[src/rtl/vga_timing_pkg.sv]
// Shared 640x480@60 raster constants and coordinate type for the VGA pipeline.
// Also used by the colour stage.
package vga_timing_pkg;

  localparam int COORD_W  = 10;

  localparam int H_ACTIVE = 640;
  localparam int H_FP     = 16;
  localparam int H_SYNC   = 96;
  localparam int H_BP     = 48;
  localparam int V_ACTIVE = 480;
  localparam int V_FP     = 10;
  localparam int V_SYNC   = 2;
  localparam int V_BP     = 33;

  localparam int H_TOT    = H_ACTIVE + H_FP + H_SYNC + H_BP;
  localparam int V_TOT    = V_ACTIVE + V_FP + V_SYNC + V_BP;

  typedef logic [COORD_W-1:0] coord_t;

  function automatic int axis_total(input int active, input int fp, input int sync, input int bp);
    return active + fp + sync + bp;
  endfunction

endpackage

[src/rtl/vga_timing_gen_if.sv]
// Raster timing bundle between the timing generator (master) and the colour stage (slave).
interface vga_timing_gen_if;
  import vga_timing_pkg::*;

  logic   en;
  logic   pix_ce;
  logic   hsync;
  logic   vsync;
  logic   de;
  coord_t x;
  coord_t y;
  logic   line_start;
  logic   frame_start;

  modport master (
    input  en,
    output pix_ce, hsync, vsync, de, x, y, line_start, frame_start
  );

  modport slave (
    output en,
    input  pix_ce, hsync, vsync, de, x, y, line_start, frame_start
  );

endinterface

[src/rtl/vga_axis_cnt.sv]
// One raster axis: wrapping position counter with active-area and sync-window decode.
// sync_o is the raw window (active-high); polarity is applied by the caller.
module vga_axis_cnt
  import vga_timing_pkg::*;
#(
  parameter int ACTIVE = 640,
  parameter int FP     = 16,
  parameter int SYNC   = 96,
  parameter int BP     = 48
) (
  input  logic   clk,
  input  logic   rst,
  input  logic   clr_i,
  input  logic   inc_i,
  output coord_t cnt_o,
  output logic   first_o,
  output logic   active_o,
  output logic   sync_o
);

  localparam int TOT = axis_total(ACTIVE, FP, SYNC, BP);

  coord_t cnt_q, cnt_d;
  logic   last;

  assign last = (cnt_q == coord_t'(TOT - 1));

  always_comb begin
    cnt_d = cnt_q;
    if (clr_i) begin
      cnt_d = '0;
    end else if (inc_i) begin
      cnt_d = last ? '0 : cnt_q + 1'b1;
    end
  end

  always_ff @(posedge clk or posedge rst) begin
    if (rst) begin
      cnt_q <= '0;
    end else begin
      cnt_q <= cnt_d;
    end
  end

  assign cnt_o    = cnt_q;
  assign first_o  = (cnt_q == '0);
  assign active_o = (cnt_q < coord_t'(ACTIVE));
  assign sync_o   = (cnt_q >= coord_t'(ACTIVE + FP)) && (cnt_q < coord_t'(ACTIVE + FP + SYNC));

endmodule

[src/rtl/vga_timing_gen.sv]
// VGA raster timing generator: pixel clock-enable divider, h/v counters, registered sync/de/coords.
// Every decoded output is registered on the divider tick, so it describes the slot marked by pix_ce.
module vga_timing_gen #(
  parameter int H_ACTIVE = vga_timing_pkg::H_ACTIVE,
  parameter int H_FP     = vga_timing_pkg::H_FP,
  parameter int H_SYNC   = vga_timing_pkg::H_SYNC,
  parameter int H_BP     = vga_timing_pkg::H_BP,
  parameter int V_ACTIVE = vga_timing_pkg::V_ACTIVE,
  parameter int V_FP     = vga_timing_pkg::V_FP,
  parameter int V_SYNC   = vga_timing_pkg::V_SYNC,
  parameter int V_BP     = vga_timing_pkg::V_BP,
  parameter int HS_POL   = 0,
  parameter int VS_POL   = 0,
  parameter int CE_DIV   = 2
) (
  input logic              clk,
  input logic              rst,
  vga_timing_gen_if.master vga
);
  import vga_timing_pkg::coord_t;
  import vga_timing_pkg::COORD_W;
  import vga_timing_pkg::axis_total;

  localparam int H_TOT_L = axis_total(H_ACTIVE, H_FP, H_SYNC, H_BP);
  localparam int V_TOT_L = axis_total(V_ACTIVE, V_FP, V_SYNC, V_BP);
  localparam int CE_W    = (CE_DIV > 1) ? $clog2(CE_DIV) : 1;
  localparam bit HS_ACT  = (HS_POL != 0);
  localparam bit VS_ACT  = (VS_POL != 0);

  if (H_TOT_L > (1 << COORD_W) - 1 || V_TOT_L > (1 << COORD_W) - 1 || CE_DIV < 1) begin : g_param_check
    $error("vga_timing_gen: axis totals must fit the coordinate width and CE_DIV must be >= 1");
  end

  logic [CE_W-1:0] ce_cnt_q, ce_cnt_d;
  logic            tick;
  logic            v_inc;
  coord_t          h_cnt, v_cnt;
  logic            h_first, v_first, h_active, v_active, h_sync, v_sync;

  logic   pix_ce_q, pix_ce_d;
  logic   hsync_q, hsync_d;
  logic   vsync_q, vsync_d;
  logic   de_q, de_d;
  coord_t x_q, x_d;
  coord_t y_q, y_d;
  logic   ls_q, ls_d;
  logic   fs_q, fs_d;

  assign tick = vga.en && (ce_cnt_q == CE_W'(CE_DIV - 1));

  always_comb begin
    ce_cnt_d = ce_cnt_q;
    if (!vga.en || tick) begin
      ce_cnt_d = '0;
    end else begin
      ce_cnt_d = ce_cnt_q + 1'b1;
    end
  end

  // Vertical advances on the tick that takes h from its last column back to 0.
  assign v_inc = tick && (h_cnt == coord_t'(H_TOT_L - 1));

  vga_axis_cnt #(.ACTIVE(H_ACTIVE), .FP(H_FP), .SYNC(H_SYNC), .BP(H_BP)) u_h_cnt (
    .clk      (clk),
    .rst      (rst),
    .clr_i    (!vga.en),
    .inc_i    (tick),
    .cnt_o    (h_cnt),
    .first_o  (h_first),
    .active_o (h_active),
    .sync_o   (h_sync)
  );

  vga_axis_cnt #(.ACTIVE(V_ACTIVE), .FP(V_FP), .SYNC(V_SYNC), .BP(V_BP)) u_v_cnt (
    .clk      (clk),
    .rst      (rst),
    .clr_i    (!vga.en),
    .inc_i    (v_inc),
    .cnt_o    (v_cnt),
    .first_o  (v_first),
    .active_o (v_active),
    .sync_o   (v_sync)
  );

  always_comb begin
    pix_ce_d = tick;
    hsync_d  = hsync_q;
    vsync_d  = vsync_q;
    de_d     = de_q;
    x_d      = x_q;
    y_d      = y_q;
    ls_d     = ls_q;
    fs_d     = fs_q;
    if (!vga.en) begin
      hsync_d = ~HS_ACT;
      vsync_d = ~VS_ACT;
      de_d    = 1'b0;
      x_d     = '0;
      y_d     = '0;
      ls_d    = 1'b0;
      fs_d    = 1'b0;
    end else if (tick) begin
      de_d    = h_active && v_active;
      x_d     = de_d ? h_cnt : '0;
      y_d     = de_d ? v_cnt : '0;
      hsync_d = h_sync ? HS_ACT : ~HS_ACT;
      vsync_d = v_sync ? VS_ACT : ~VS_ACT;
      ls_d    = h_first;
      fs_d    = h_first && v_first;
    end
  end

  always_ff @(posedge clk or posedge rst) begin
    if (rst) begin
      ce_cnt_q <= '0;
      pix_ce_q <= 1'b0;
      hsync_q  <= ~HS_ACT;
      vsync_q  <= ~VS_ACT;
      de_q     <= 1'b0;
      x_q      <= '0;
      y_q      <= '0;
      ls_q     <= 1'b0;
      fs_q     <= 1'b0;
    end else begin
      ce_cnt_q <= ce_cnt_d;
      pix_ce_q <= pix_ce_d;
      hsync_q  <= hsync_d;
      vsync_q  <= vsync_d;
      de_q     <= de_d;
      x_q      <= x_d;
      y_q      <= y_d;
      ls_q     <= ls_d;
      fs_q     <= fs_d;
    end
  end

  assign vga.pix_ce      = pix_ce_q;
  assign vga.hsync       = hsync_q;
  assign vga.vsync       = vsync_q;
  assign vga.de          = de_q;
  assign vga.x           = x_q;
  assign vga.y           = y_q;
  assign vga.line_start  = ls_q;
  assign vga.frame_start = fs_q;

endmodule
[src/flat_wrapper.sv]
// flat-port wrapper written by rule: the top's interface ports become plain ports
module vga_timing_gen_flat import vga_timing_pkg::coord_t; import vga_timing_pkg::COORD_W; import vga_timing_pkg::axis_total;
#(
  parameter int H_ACTIVE = vga_timing_pkg::H_ACTIVE,
  parameter int H_FP     = vga_timing_pkg::H_FP,
  parameter int H_SYNC   = vga_timing_pkg::H_SYNC,
  parameter int H_BP     = vga_timing_pkg::H_BP,
  parameter int V_ACTIVE = vga_timing_pkg::V_ACTIVE,
  parameter int V_FP     = vga_timing_pkg::V_FP,
  parameter int V_SYNC   = vga_timing_pkg::V_SYNC,
  parameter int V_BP     = vga_timing_pkg::V_BP,
  parameter int HS_POL   = 0,
  parameter int VS_POL   = 0,
  parameter int CE_DIV   = 2
)
  (clk, rst, vga_en, vga_pix_ce, vga_hsync, vga_vsync, vga_de, vga_x, vga_y, vga_line_start, vga_frame_start);
  vga_timing_gen_if vga_i ();
  input logic clk;
  input logic rst;
  input wire logic [$bits(vga_i.en)-1:0] vga_en;
  output wire logic [$bits(vga_i.pix_ce)-1:0] vga_pix_ce;
  output wire logic [$bits(vga_i.hsync)-1:0] vga_hsync;
  output wire logic [$bits(vga_i.vsync)-1:0] vga_vsync;
  output wire logic [$bits(vga_i.de)-1:0] vga_de;
  output wire logic [$bits(vga_i.x)-1:0] vga_x;
  output wire logic [$bits(vga_i.y)-1:0] vga_y;
  output wire logic [$bits(vga_i.line_start)-1:0] vga_line_start;
  output wire logic [$bits(vga_i.frame_start)-1:0] vga_frame_start;
  assign vga_i.en = vga_en;
  assign vga_pix_ce = vga_i.pix_ce;
  assign vga_hsync = vga_i.hsync;
  assign vga_vsync = vga_i.vsync;
  assign vga_de = vga_i.de;
  assign vga_x = vga_i.x;
  assign vga_y = vga_i.y;
  assign vga_line_start = vga_i.line_start;
  assign vga_frame_start = vga_i.frame_start;
  vga_timing_gen #(.H_ACTIVE(H_ACTIVE), .H_FP(H_FP), .H_SYNC(H_SYNC), .H_BP(H_BP), .V_ACTIVE(V_ACTIVE), .V_FP(V_FP), .V_SYNC(V_SYNC), .V_BP(V_BP), .HS_POL(HS_POL), .VS_POL(VS_POL), .CE_DIV(CE_DIV)) u_core (.clk(clk), .rst(rst), .vga(vga_i));
endmodule
[config.mk]
export PLATFORM = sky130hd
export DESIGN_NAME = vga_timing_gen_flat
export DESIGN_NICKNAME = d
export VERILOG_FILES = /design/src/rtl/vga_timing_pkg.sv /design/src/rtl/vga_timing_gen_if.sv /design/src/rtl/vga_axis_cnt.sv /design/src/rtl/vga_timing_gen.sv /design/src/flat_wrapper.sv
export SDC_FILE = /design/constraint.sdc
export NUM_CORES = 1
export LEC_CHECK = 0
export ABC_CLOCK_PERIOD_IN_PS = 5600
export CELL_PAD_IN_SITES_DETAIL_PLACEMENT = 1
export CELL_PAD_IN_SITES_GLOBAL_PLACEMENT = 1
export CORE_AREA = 4 4 81 83
export CTS_BUF_LIST = sky130_fd_sc_hd__clkbuf_8
export DETAILED_ROUTE_END_ITERATION = 10
export DIE_AREA = 0 0 85 87
export PLACE_DENSITY = 0.78
export SYNTH_ARGS = -nofsm -noshare
export SYNTH_HDL_FRONTEND = slang
export SYNTH_HIERARCHICAL = 1
export SYNTH_SLANG_ARGS = --single-unit
[constraint.sdc]
create_clock -name clk -period 5.6 [get_ports clk]
set_input_delay 1.12 -clock clk [delete_from_list [all_inputs] [get_ports clk]]
set_output_delay 1.12 -clock clk [all_outputs]
set_load 0.01 [all_outputs]
* Yosys cells after proc, flatten, opt, wreduce, memory -nomap -nowiden
Index checks and enable logic that the tools add are counted.
** Storage, ports and cells
- Word-level logic and storage cells :: 59
- Bits of input ports :: 3
- Output and inout port bits :: 26
- Flip-flop bits (word level) :: 47
** Operators by class
- Reduce and logical (&&, ||, !) cells :: 10
- Mux-type cells :: 25
- $lt $le $gt $ge :: 6
- Add/sub/neg operators :: 3
- Equality and inequality tests :: 4
** Operators with widths (number)
- $mux W10 :: 12
- $add A10 B1 Y10 const B :: 2
- $eq A10 B10 Y1 const B :: 2
- $logic_not A10 Y1 :: 2
- $lt A10 B10 Y1 const B :: 2
- $lt A10 B9 Y1 const B :: 2
- $mux W1 :: 13
- $ge A10 B10 Y1 const B :: 1
- $ge A10 B9 Y1 const B :: 1
- $logic_and A1 B1 Y1 :: 6
- $ne A2 B1 Y1 const B :: 2
- $add A1 B1 Y1 const B :: 1
- $logic_not A1 Y1 :: 1
- $logic_or A1 B1 Y1 :: 1

* Logic depth before layout (Yosys ltp)
Gate-level depths: netlist of run 1.
- Word-level depth :: 5
- Mapped depth :: 8
- Mapped depth without buffers :: 6

* By module
Netlist of run 1, hierarchy kept.
** Modules (own cells, without submodules)
- vga_timing_gen :: cells an instance 73, seq. area each 678.2 sq um, area an instance 1027.2 sq um, times used 1
- vga_axis_cnt (u_core.u_h_cnt) :: cells an instance 69, seq. area each 250.2 sq um, area an instance 633.1 sq um, times used 1
- vga_axis_cnt (u_core.u_v_cnt) :: cells an instance 69, seq. area each 250.2 sq um, area an instance 620.6 sq um, times used 1

* Least setup slack after synthesis of run 1
No wires, ideal clock.
- Kind :: input to register
- Start point :: in vga_en
- End point :: reg u_core.u_v_cnt.cnt_q[8] (netlist: u_core/u_v_cnt/cnt_o[8])
- Cell stages on the path :: 7
- Path slack :: 3.258 ns
- Data required time :: 5.508 ns
- Buffers on the path :: 2
- Arrival :: 2.250 ns
- Setup time :: 0.092 ns
- Cells stage by stage :: nand4_1 > nor3_2 > clkbuf_1 > inv_1 > or2_1 > buf_6 > o31ai_2
** Between the ends
- Cells in the longest elaborated chain, start to end :: 3
- Elaborated cells between the ends (all ways) :: 4
- Those cells by class :: eq/ne (1); mux (1); reduce/logical (2)
** Ends and longest elaborated chain
- start, declared :: line flat_wrapper.sv:20 : input wire logic [$bits(vga_i.en)-1:0] vga_en;
- $logic_and A1 B1 Y1 :: line vga_timing_gen.sv:49 : assign tick = vga.en && (ce_cnt_q == CE_W'(CE_DIV - 1));
- $logic_and A1 B1 Y1 :: line vga_timing_gen.sv:61 : assign v_inc = tick && (h_cnt == coord_t'(H_TOT_L - 1));
- net u_core.v_inc :: line vga_timing_gen.sv:36 : logic v_inc;
- $ne A2 B1 Y1 (no line)
- end signal, assigned :: line vga_axis_cnt.sv:41 : cnt_q <= cnt_d;
- end, declared :: line vga_axis_cnt.sv:23 : coord_t cnt_q, cnt_d;
The timed path passes the listed nets, and every way through them passes these cells.
A chain may end at the register's enable or synchronous reset.

* Worst setup path in the final report of run 1
- Start point :: in vga_en
- End point :: reg u_core.u_v_cnt.cnt_q[5] (netlist: u_core/u_v_cnt/cnt_o[5])
Same word-level chain as after synthesis.

==> results of run 1 <==
## power by group through the flow
stage	clock, mW	combinational (mW)	sequential, mW
finish	0.197	0.0472	0.356
global placement	0	0.0462	0.362
global route	0.224	0.0527	0.358
detailed placement	0	0.0476	0.363
CTS	0.204	0.0478	0.356
floorplan	0	0.0323	0.360
## registers in the layout, indices dropped and copies added (netlist names)
signal	flops
u_core/u_h_cnt/cnt_o	10
u_core/ce_cnt_q	1
u_core/vga.x	10
u_core/vga.hsync	1
u_core/vga.line_start	1
u_core/vga.vsync	1
u_core/vga.de	1
u_core/vga.y	10
u_core/u_v_cnt/cnt_o	10
u_core/vga.pix_ce	1
u_core/vga.frame_start	1
## per-layer routing
layer | routed length [um] | vias up
met4 | 53 | 0
met1 | 2670 | 919
met5 | 0 | -
met3 | 137 | 4
li1 | - | 842
met2 | 2760 | 30
## worst max-delay path by stage
stage,start,end,slack (ps),cells past startpoint
6_report,vga_en,u_core/u_v_cnt/cnt_o[5]$_DFFE_PP0P_,2640,6
5_1_grt,vga_en,u_core/u_v_cnt/cnt_o[5]$_DFFE_PP0P_,2480,6
4_1_cts,vga_en,u_core/u_v_cnt/cnt_o[5]$_DFFE_PP0P_,2650,6
3_5_place_dp,vga_en,u_core/u_v_cnt/cnt_o[5]$_DFFE_PP0P_,2340,6
3_3_place_gp,vga_en,u_core/u_v_cnt/cnt_o[5]$_DFFE_PP0P_,2480,6
2_1_floorplan,vga_en,u_core/u_v_cnt/cnt_o[8]$_DFFE_PP0P_,3260,7
## final cells by class
| cell class | count | area (um^2) | area share (%) |
|---|---|---|---|
| well taps | 75 | 93.8 | 3.51 |
| flip-flops and latches | 47 | 1180 | 44.1 |
| repair buffers | 28 | 280 | 10.5 |
| clock buffers | 5 | 68.8 | 2.57 |
| multi-input cells | 138 | 977 | 36.5 |
| clock inverters | 3 | 16.3 | 0.608 |
| inverters | 16 | 60.1 | 2.25 |
## worst register-to-register path, stage by stage, from the launching register on
cell and delay [ps]:
dfrtp_1 520, or4b_4 560, nor3_2 500, inv_1 170, o311ai_0 440, o41ai_2 140
## through the flow
step / utilization [%] / power, mW / cell area [um^2]
global route: 45.7 / 0.634 / 2680
global placement: 44.3 / 0.408 / 2590
finish: 45.7 / 0.600 / 2680
CTS: 45.7 / 0.608 / 2680
floorplan: - / 0.393 / 2280
detailed placement: 44.3 / 0.410 / 2590
## layout by cell type, fill, tap and decap left out, drive strengths merged, types with 4 or more instances in the layout
master,synthesis,routed
dfrtp,45,45
clkdlybuf4s50,0,28
a22o,20,20
inv,16,17
nor2,10,10
nand3,10,10
o21ai,9,9
nand2,9,9
a21oi,8,8
nor3,8,8
nand4,7,7
o31ai,6,6
clkbuf,3,5
or4,5,5
ha,4,4
## cells by family (layout without fill, tap and decap cells)
family | count (synthesis) | count (layout)
AND/OR/NAND/NOR | 69 | 69
AO/OA/AOI/OAI | 60 | 60
flip-flops | 47 | 47
buffers and inverters | 26 | 52
adder cells (fa/ha/maj) | 4 | 4
XOR/XNOR | 3 | 3
multiplexers | 2 | 2
==> metrics.yaml, run 1 <==
pwr:
  p_leak_nw: 1.12
  combPwrFrac_pct: 7.9
  internal-power_mw: 0.449
  power_frac_clock_pct: 32.8
  seq_power_share_pct: 59.3
  switching_share_pct: 25.2
  max-vdd-ir-drop_v: 0.000122
  p_switching_mw: 0.151
  powerDensity_nw_per_um2: 224
timing:
  period_minus_slack_ps: 2960
  rsz0062_at_grt: "no"
  fin_hold_ws_ps: 510
  setup_ws_ps: 2640
  fin_crit_sh_pct: 52.8
  tightest_slew_ps: 1020
  finalSetupViolCount: 0
  slew-limit-headroom_pct: 31.7
  fmax_mhz: 338
  finalHoldViolCount: 0
  skew_ps: 4.37
  tns_ps: 0
  slew_viol_final: 0
floorplanning:
  initial_utilization_pct: 39.0
  die_area_um2: 7400
  row_count: 28
  fp.dieW_um: 85
  fp.dieH_um: 87
  ioPinCount: 29
  core_area_um2: 5850
clock_network:
  clkSinkCount: 47
  cts_tree: "done"
  h-tree-depth: 2
  cts_hold_buffers: 0
  clk_latency_ps: 290
  post_cts_buffers: 0
  root_buffer: "clkbuf_8"
  cts_buffers: 5
  clkSlewWorstSetupHoldPaths_ps: 90
  clk_path_buf_depth: 2
  cts.repair.resized: 0
place:
  dp.cells: 304
  place_ws_ps: 2340
  place.gp.congestion: 0.816
  dpl.hpwl_mm: 3.96
  io_buffers: 28
finish:
  stdcell_count: 312
  n_antenna_cell: 0
  syn_to_final_growth_pct: 17.3
  drive_above_1_share_pct: 8.86
  nets: 243
  fillCellCount: 629
grt:
  antenna_found_initial: 0
  grtUsageMet2_pct: 26.7
  grt.total_usage_pct: 16.1
  grt_pass1_vias: 1895
  grt_use_met3_pct: 2.46
  busiest_layer: "met2"
  use_met1_pct: 21.9
  grt_pass1_wl_mm: 9.69
  grt_max_degree: 28
  grt-ovfl-total: 0
hold_path:
  hold_depth: 1
  holdPathEnd: "u_core/vga.x[1]$_DFFE_PP0P_"
  min_from: "u_core/vga.x[1]$_DFFE_PP0P_"
  hold_path_class: "reg -> reg"
logic_synthesis:
  synth_xor_area_share_pct: 1.15
  synthAdderAreaFrac_pct: 2.19
  synthTopCellsByArea: "dfrtp_1, a22o_1, inv_1"
  synth_edf_count: 0
  synth_top_area_share_pct: 49.4
  synthesis.instances: 211
  synthArstFlopShare_pct: 100
  synth_seq_area_share_pct: 51.7
  synthFlopType: "dfrtp_1"
  synthTopCellsByCount: "dfrtp_1, a22o_1, inv_1"
  ys_warn_count: 6
  synth_compound_area_share_pct: 20.8
  synth-simple-area-share_pct: 17.8
  synth_area_per_cell_um2: 10.8
  synth_top_family_by_area: "compound AO/OA/AOI/OAI gates"
  synth_fp_nets: 218
  yosysTopAreaCell: "dfrtp_1"
  ys_ff_latch: 47
  muxShareOfSynthArea_pct: 0.878
  ys_types: 52
  syn_area_um2: 2280
  synth.most_common_cell: "dfrtp_1"
drt:
  dr.pass1.iters: 4
  wl_mm: 5.61
  post_drt_wl_per_cell_um: 18.0
  drc: 0
  routed_via_density: 5.75
  drt_iter0_drc: 107
  vias: 1795
  ant_nets: 0
setup_path:
  cp.arrival_ps: 3120
  max_stage_delay_ps: 600
  crit_chain: "clkdlybuf4s50_1 -> nand4_1 -> nor3_2 -> inv_1 -> o311ai_0 -> o41ai_2"
  reg2reg_depth: 5
  required_ps: 5760
  path_class: "in -> reg"
  path_max_fanout: 8
  crit_slowest_cell: "clkdlybuf4s50_1"
  critPathTopFamily: "buffers and inverters"
  start_kind: "input pin"
  r2r-end: "u_core/u_v_cnt/cnt_o[5]$_DFFE_PP0P_"
  rrSetupSlack_ps: 3130
  end_kind: "register"
  path_buf_inv: 2
  worst_r2r_startpoint: "u_core/u_h_cnt/cnt_o[7]$_DFFE_PP0P_"
outcome:
  status: "finished, final reports clean"
run:
  maxCapViolations: 0
(Power assumes the default switching activity.)
==> inputs of run 2 (changes only) <==
--- a/config.mk
+++ b/config.mk
@@ -5,14 +5,14 @@
 export SDC_FILE = /design/constraint.sdc
 export NUM_CORES = 1
 export LEC_CHECK = 0
-export ABC_CLOCK_PERIOD_IN_PS = 5600
+export ABC_CLOCK_PERIOD_IN_PS = 2650
 export CELL_PAD_IN_SITES_DETAIL_PLACEMENT = 1
 export CELL_PAD_IN_SITES_GLOBAL_PLACEMENT = 1
 export CORE_AREA = 4 4 81 83
 export CTS_BUF_LIST = sky130_fd_sc_hd__clkbuf_8
 export DETAILED_ROUTE_END_ITERATION = 10
 export DIE_AREA = 0 0 85 87
-export PLACE_DENSITY = 0.78
+export PLACE_DENSITY = 0.81
 export SYNTH_ARGS = -nofsm -noshare
 export SYNTH_HDL_FRONTEND = slang
 export SYNTH_HIERARCHICAL = 1
==> constraint.sdc (replaced) <==
create_clock -name clk -period 2.65 [get_ports clk]
set_input_delay 0.53 -clock clk [delete_from_list [all_inputs] [get_ports clk]]
set_output_delay 0.53 -clock clk [all_outputs]
set_load 0.01 [all_outputs]
==> metrics.yaml, run 2 (synthesis results as in run 1) <==
finish:
  fillCellCount: 639  # was 629
  final_common_cell: "dfrtp_1"  # unchanged
  most-common-layout-cells: "dfrtp_1, clkdlybuf4s50_1, a22o_1"  # unchanged
  post-route-cell-area_um2: 2740  # was 2680 um^2
  n_antenna_cell: 0  # unchanged
  nets: 251  # was 243
  utilization_pct: 46.7  # was 45.7%
  drive_above_1_share_pct: 11.8  # was 8.86%
  stdcell_count: 320  # was 312
  syn_to_final_growth_pct: 19.9  # was 17.3%
timing:
  fmax_mhz: 448
  tns_ps: 0  # unchanged
  skew_ps: 5.65  # was 4.37 ps
  slew_viol_final: 0  # unchanged
  finalHoldViolCount: 0  # unchanged
  period_minus_slack_ps: 2230
  slew-limit-headroom_pct: 70.3  # was 31.7%
  fin_hold_ws_ps: 484  # was 510 ps
  tightest_slew_ps: 442  # was 1020 ps
  finalSetupViolCount: 0  # unchanged
  fin_crit_sh_pct: 84.2
  rsz0062_at_grt: "no"  # unchanged
  setup_ws_ps: 418  # was 2640 ps
run:
  maxCapViolations: 0  # unchanged
setup_path:
  worst_r2r_startpoint: "u_core/u_h_cnt/cnt_o[6]$_DFFE_PP0P_"  # was u_core/u_h_cnt/cnt_o[7]$_DFFE_PP0P_
  path_class: "in -> reg"  # unchanged
  r2r-end: "u_core/u_v_cnt/cnt_o[5]$_DFFE_PP0P_"  # unchanged
  end_kind: "register"  # unchanged
  start_kind: "input pin"  # unchanged
  reg2reg_depth: 5  # unchanged
  rrSetupSlack_ps: 570  # was 3130 ps
  path_max_fanout: 10  # was 8
  cp.arrival_ps: 2460  # was 3120 ps
  required_ps: 2880  # was 5760 ps
drt:
  drc: 0  # unchanged
  vias: 1875  # was 1795
  ant_nets: 0  # unchanged
  drt_iter0_drc: 71  # was 107
  post_drt_wl_per_cell_um: 18.3  # was 18.0 um
  wl_mm: 5.85  # was 5.61 mm
  dr.pass1.iters: 6  # was 4
  routed_via_density: 5.86  # was 5.75
place:
  dp.cells: 312  # was 304
  place_ws_ps: 160  # was 2340 ps
  place.gp.congestion: 0.836  # was 0.816
  dpl.hpwl_mm: 4.16  # was 3.96 mm
  io_buffers: 28  # unchanged
  place_area_um2: 2650  # was 2590 um^2
grt:
  grt.total_usage_pct: 16.9  # was 16.1%
  antenna_found_initial: 0  # unchanged
  grt_pass1_wl_mm: 9.85  # was 9.69 mm
  grt_max_degree: 28  # unchanged
  grt_pass1_vias: 1932  # was 1895
  grt-ovfl-total: 0  # unchanged
floorplanning:
  core_area_um2: 5850  # unchanged
  fp.dieW_um: 85  # unchanged
  row_count: 28  # unchanged
  fp.dieH_um: 87  # unchanged
  initial_utilization_pct: 39.0  # unchanged
  die_area_um2: 7400  # unchanged
  ioPinCount: 29  # unchanged
clock_network:
  cts_tree: "done"  # unchanged
  clkSinkCount: 47  # unchanged
  clk_path_buf_depth: 2  # unchanged
  post_cts_buffers: 0  # unchanged
  cts_hold_buffers: 0  # unchanged
  clk_latency_ps: 300  # was 290 ps
  h-tree-depth: 2  # unchanged
  cts.repair.resized: 0  # unchanged
  clkSlewWorstSetupHoldPaths_ps: 90  # about the same
  root_buffer: "clkbuf_8"  # unchanged
  cts_buffers: 5  # unchanged
pwr:
  powerDensity_nw_per_um2: 468  # was 224 nW/um^2
  p_leak_nw: 1.16  # was 1.12 nW
  switching_share_pct: 25.6  # was 25.2%
  seq_power_share_pct: 58.8  # was 59.3%
  power_frac_clock_pct: 33.0  # was 32.8%
  p_switching_mw: 0.327  # was 0.151 mW
  total_power_mw: 1.28  # was 0.600 mW
  internal-power_mw: 0.953  # was 0.449 mW
  max-vdd-ir-drop_v: 0.000213  # was 0.000122 V
  combPwrFrac_pct: 8.2  # was 7.9%
hold_path:
  min_from: "u_core/vga.de$_DFFE_PP0P_"  # was u_core/vga.x[1]$_DFFE_PP0P_
  holdPathEnd: "u_core/vga.de$_DFFE_PP0P_"  # was u_core/vga.x[1]$_DFFE_PP0P_
  hold_path_class: "reg -> reg"  # unchanged
  hold_depth: 1  # unchanged
outcome:
  status: "finished, final reports clean"  # unchanged
[run 2: changes by cell type in the layout (fill, tap and decap cells not counted), sizes merged]
cell / before / now
buf: 0 / 8
[run 2: worst max-delay path by stage]
stage	depth (start not counted)	from	to	slack [ps]
after detailed placement	5	vga_en	u_core/u_h_cnt/cnt_o[9]$_DFFE_PP0P_	160
after global routing	5	vga_en	u_core/u_h_cnt/cnt_o[9]$_DFFE_PP0P_	290
after CTS	5	vga_en	u_core/u_h_cnt/cnt_o[9]$_DFFE_PP0P_	480
after global placement	5	vga_en	u_core/u_h_cnt/cnt_o[7]$_DFFE_PP0P_	240
final	5	vga_en	u_core/u_h_cnt/cnt_o[9]$_DFFE_PP0P_	420
after floorplan	7	u_core/u_h_cnt/cnt_o[6]$_DFFE_PP0P_	u_core/u_v_cnt/cnt_o[8]$_DFFE_PP0P_	520
[run 2: layer usage]
layer	GRT usage, %	share of wire (%)	vias up
met3	2.93	3.2	6
met4	5.18	1.3	0
met1	22.3	47	972
met2	28.4	49	40
met5	0	0	-
li1	-	-	857
[run 2: area by class of cell]
type	count	area, um^2	area share (%)
Clock inverter	3	16.3	0.595
Tap cell	75	93.8	3.43
Clock buffer	5	68.8	2.52
Multi-Input combinational cell	138	977	35.7
Sequential cell	47	1180	43.1
Timing Repair Buffer	36	340	12.4
Inverter	16	60.1	2.20
[run 2: critical path, stage by stage]
cell and delay, ps:
clkdlybuf4s50_1 580, and2_1 400, o211ai_1 250, or4_1 540, a21oi_1 170
[run 2: power by group through the flow]
stage	combinational (mW)	sequential [mW]	clock (mW)
5_1_grt	0.117	0.756	0.474
3_3_place_gp	0.102	0.765	0
4_1_cts	0.106	0.752	0.437
3_5_place_dp	0.105	0.767	0
6_report	0.105	0.753	0.422
2_1_floorplan	0.0683	0.762	0
